## src/rtl/multimode_counter.sv

```systemverilog
//------------------------------------------------------------------------------
// Module   : multimode_counter
// Purpose  : WIDTH-bit counter with binary up/down and Johnson up/down modes.
// Revision : 1.0 - initial release
//------------------------------------------------------------------------------
`default_nettype none

module multimode_counter #(
  parameter int WIDTH = 4
) (
  input  logic             clk,
  input  logic             reset,
  input  logic             en,
  input  logic             load,
  input  logic [WIDTH-1:0] load_val,
  input  logic [1:0]       mode,
  input  logic [WIDTH-1:0] limit,
  output logic [WIDTH-1:0] out,
  output logic             tc,
  output logic             err
);

  localparam logic [1:0]       c_bin_down  = 2'b00;
  localparam logic [1:0]       c_bin_up    = 2'b01;
  localparam logic [1:0]       c_john_down = 2'b10;
  localparam logic [1:0]       c_john_up   = 2'b11;
  localparam logic [WIDTH-1:0] c_zero      = '0;
  localparam logic [WIDTH-1:0] c_one       = WIDTH'(1);
  localparam logic [WIDTH-1:0] c_msb       = WIDTH'(1) << (WIDTH - 1);

  logic [WIDTH-1:0] r_out;
  logic             r_err;
  logic [WIDTH-1:0] w_next;
  logic             w_next_err;
  logic             w_out_legal;
  logic             w_load_legal;

  // A Johnson code has at most one boundary between adjacent bits.
  function automatic logic is_johnson(input logic [WIDTH-1:0] v);
    logic [WIDTH-2:0] d;
    d = v[WIDTH-2:0] ^ v[WIDTH-1:1];
    return (d & (d - (WIDTH-1)'(1))) == '0;
  endfunction

  assign w_out_legal  = is_johnson(r_out);
  assign w_load_legal = is_johnson(load_val);

  always_comb begin
    w_next     = r_out;
    w_next_err = 1'b0;
    if (load) begin
      if (mode[1] && !w_load_legal) begin
        w_next     = c_zero;
        w_next_err = 1'b1;
      end else begin
        w_next = load_val;
      end
    end else if (en) begin
      case (mode)
        c_bin_down: begin
          if (r_out == c_zero || r_out > limit) w_next = limit;
          else                                  w_next = r_out - c_one;
        end
        c_bin_up: begin
          if (r_out >= limit) w_next = c_zero;
          else                w_next = r_out + c_one;
        end
        c_john_down: begin
          if (!w_out_legal) begin
            w_next     = c_zero;
            w_next_err = 1'b1;
          end else begin
            w_next = {r_out[WIDTH-2:0], ~r_out[WIDTH-1]};
          end
        end
        default: begin
          if (!w_out_legal) begin
            w_next     = c_zero;
            w_next_err = 1'b1;
          end else begin
            w_next = {~r_out[0], r_out[WIDTH-1:1]};
          end
        end
      endcase
    end
  end

  always_ff @(posedge clk or posedge reset) begin
    if (reset) begin
      r_out <= c_zero;
      r_err <= 1'b0;
    end else begin
      r_out <= w_next;
      r_err <= w_next_err;
    end
  end

  assign out = r_out;
  assign err = r_err;
  assign tc  = (mode == c_bin_down)  ? (r_out == c_zero) :
               (mode == c_bin_up)    ? (r_out >= limit) :
               (mode == c_john_down) ? (r_out == c_msb) :
               (mode == c_john_up)   ? (r_out == c_one) : 1'b0;

endmodule

`default_nettype wire

```

## config.mk

```make
export PLATFORM = sky130hd
export DESIGN_NAME = multimode_counter
export DESIGN_NICKNAME = d
export VERILOG_FILES = /design/src/rtl/multimode_counter.sv
export SDC_FILE = /design/constraint.sdc
export NUM_CORES = 1
export LEC_CHECK = 0
export CAP_MARGIN = 40
export CORE_ASPECT_RATIO = 1.25
export CORE_MARGIN = 1
export CORE_UTILIZATION = 35
export CTS_BUF_LIST = sky130_fd_sc_hd__clkbuf_16
export DETAILED_ROUTE_END_ITERATION = 12
export PLACE_DENSITY = 0.71
export SLEW_MARGIN = 40
export SYNTH_ARGS = -nofsm -noshare
export SYNTH_HDL_FRONTEND = slang
export SYNTH_SLANG_ARGS = --single-unit
```

## constraint.sdc

```tcl
create_clock -name clk -period 4.43 [get_ports clk]
set_input_delay 0.6645 -clock clk [delete_from_list [all_inputs] [get_ports clk]]
set_output_delay 0.6645 -clock clk [all_outputs]
set_load 0.03 [all_outputs]
```

==> summary.txt <==
CTS
  • CTS Sinks: 5
  • H-Tree Level Count: 1
  • Num CTS Buffers: 3
  • CTS root buffer: clkbuf_16
  • Post-CTS Setup Bufs: 0
  • CTS tree: done
  • Hold Buf Count CTS: 0
  • Skew-Pair Late Insertion Delay: 0.23 ns
  • Worst-path clk slew: about 0.030 ns
  • Max Root-Sink Buffers: 2
  • Resize count post-CTS: 0

STA
  • Clock Skew: between 0.0009 and 0.001 ns
  • Period utilization: 0.839
  • Final hold slack: 0.638 ns
  • Fin. Hold Viols: 0
  • Final Max Tran Viols: 0
  • Setup WS post-layout: 0.714 ns
  • Worst Tran Pin Value: 0.443 ns
  • Tmin final: ~3.7 ns
  • Slew HR: 0.705
  • Final Setup Violations: 0
  • Setup TNS: 0 ns
  • FMAX: 0.269 GHz
  • RSZ-0062 raised after global routing: false

Drt
  • Mean routed wirelength per cell: 15.0 um
  • Vias per cell: 5.64
  • 1st-iter DRT viols: 29
  • Via count: 930
  • Final WL: 2470 um
  • DRC viols: 0
  • Final ANT Viol Nets: 0
  • Drt first pass iters: 4

Logic synthesis
  • Synth area leaders: ha_1 (17%), dfrtp_1 (14%), nand3_1 (5.7%), nand2_1 (4.7%), o21ai_0 (4.5%)
  • Async set-reset flop share out of synthesis: 1.00
  • Avg Cell Area, Syn: 7.83 um^2
  • Top-count cell post-synth: ha_1
  • Post-Synthesis Cells: 113
  • Yosys warns: 0
  • Sequential share of the synthesized area: 0.141
  • Most frequent cells after synthesis: ha_1 (12), nand2_1 (11), inv_1 (10), nand3_1 (10), o21ai_0 (8)
  • Syn Nets: 139
  • Synthesized area: 885 um^2
  • Yosys cell types: 37
  • Share of the synthesized area in the top cell type: 0.170
  • Seq cells post-synth: 5
  • Post-synth EDFFs: 0
  • Post-synth top area cell: ha_1
  • Top FF cell, synth: dfrtp_1

Global route
  • Number of global-route vias before repair: 889
  • Remaining Overflow, GRT: 0
  • Global-route wire length before repair: 4020 um
  • Initial antenna violation count: 0
  • Gr usage total: 0.203
  • Largest net degree at the start of global routing: 13

Critical path
  • Worst reg2reg startpoint: out[0]
  • Top delay family on crit path: buffers and inverters
  • Crit. End Element: output port
  • Worst EP required: 3.77 ns
  • WS Path Type: in -> out
  • Reg2reg setup slack: 2.24 ns
  • Buffers & Inverters on Critical Path: 3
  • Worst EP arrival: slightly above 3 ns
  • CP Launch Type: primary input
  • R2R depth: 7
  • R2r endpoint: out[3]
  • CP dominant cell by count: clkdlybuf4s50_1
  • Max incr delay on CP: 0.70 ns
  • Cell Chain, Critical Path: clkdlybuf4s50_1 > inv_1 > ha_1 > nand4_1 > and4_1 > o31ai_1 > clkdlybuf4s50_1
  • CP max-delay cell: clkdlybuf4s50_1
  • Critical Path Fanout Max: 5

Final layout
  • Share of cells above drive strength 1: 0.0833
  • Syn-to-layout area delta: 33.4%
  • Diode count: 0
  • Filler instances: 248
  • Final instance area: roughly 1200 um^2
  • Fin nets: 159

Worst hold path
  • Worst min path class: in -> async

Floorplanning
  • Number of I/O pins: 20
  • # rows: 20
  • Die H: between 50 and 60 um
  • Die Wd: 47.0 um
  • Die Area: 2730 um^2
  • Initial Utilization: 0.368
  • Core area: 2400 um^2

Pwr
  • Power Density: 374 nW/um^2
  • Worst VDD drop: 0.219 mV
  • Static Leakage: 0.498 nW

Place
  • Placed inst area: ~1100 um^2
  • IO buf count: 19
  • Final GP Congestion: 0.902
  • Post-Place Setup Slack: roughly 0.71 ns
  • Post-DP HPWL: 1940 um

Job
  • Max_cap viols: 0

Outcome
  • Status: finished clean
-- worst reg2reg max path, cell delays in order (launching register included) --
cell,delay [ns]
dfrtp_1,0.60
inv_1,0.15
ha_1,0.38
maj3_2,0.39
nor2_1,0.14
o21ai_1,0.08
o2111a_1,0.16
a32oi_1,0.20
-- state kept, by name, indices dropped and copies added, names as in the netlist --
register	cells
err	1
out	4
-- cell type report --
cell class / instances / area (um^2) / share of cell area
multi-input cells: 94 / 706 / 0.598
repair buffers: 19 / 190 / 0.161
flip-flops and latches: 5 / 125 / 0.106
clock buffers: 3 / 75.1 / 0.0636
well taps: 33 / 41.3 / 0.0350
inverters: 10 / 37.5 / 0.0318
clock inverters: 1 / 5.00 / 0.00424
-- how the worst max path moves through the flow --
stage,start,to,slack [ns],cells after the start
CTS,limit[3],tc,0.70,7
global route,limit[3],tc,0.61,7
finish,limit[3],tc,0.71,7
detailed placement,limit[3],tc,0.71,7
floorplan,out[0],tc,1.41,7
global placement,limit[3],tc,0.76,7
-- per-stage QoR --
step | power [mW] | utilization | std cells
final | 0.441 | 0.491 | 165
after global routing | 0.471 | 0.491 | 165
after CTS | 0.443 | 0.491 | 165
after detailed placement | 0.294 | 0.458 | 161
after global placement | 0.288 | 0.458 | 161
after floorplan | 0.227 | - | 113
-- cells in the final DEF, fill, tap and decap left out, types with 3 or more instances in the layout --
master / n
a21oi_1: 5
a22oi_1: 3
clkbuf_16: 3
clkdlybuf4s50_1: 19
dfrtp_1: 5
ha_1: 12
inv_1: 10
nand2_1: 11
nand3_1: 10
nor2_1: 7
nor2b_1: 3
o21ai_0: 8
o21ai_1: 3
xnor2_1: 3
-- kinds of logic after synthesis --
group / share of synthesized area
compound gates: 0.321
simple gates: 0.219
buf+inv: 0.0608
fa+ha+maj: 0.182
flops: 0.141
xor+xnor: 0.0396
mux: 0.0354
-- routing by layer --
layer / vias up / part of all wire / track usage
met1: 436 / 0.40 / 0.231
met3: 4 / 0.055 / 0.0218
met5: - / 0 / 0
met2: 35 / 0.53 / 0.369
li1: 455 / - / -
met4: 0 / 0.015 / 0.0776
-- where the power goes --
part | leakage, nW | switching [mW] | total [mW] | internal (mW)
combinational | 0.393 | 0.128 | 0.224 | 0.0958
clock | 0.0409 | 0.0288 | 0.147 | 0.118
sequential | 0.0636 | 0.0175 | 0.0703 | 0.0528
No activity file was read; power rests on OpenSTA's default activity.
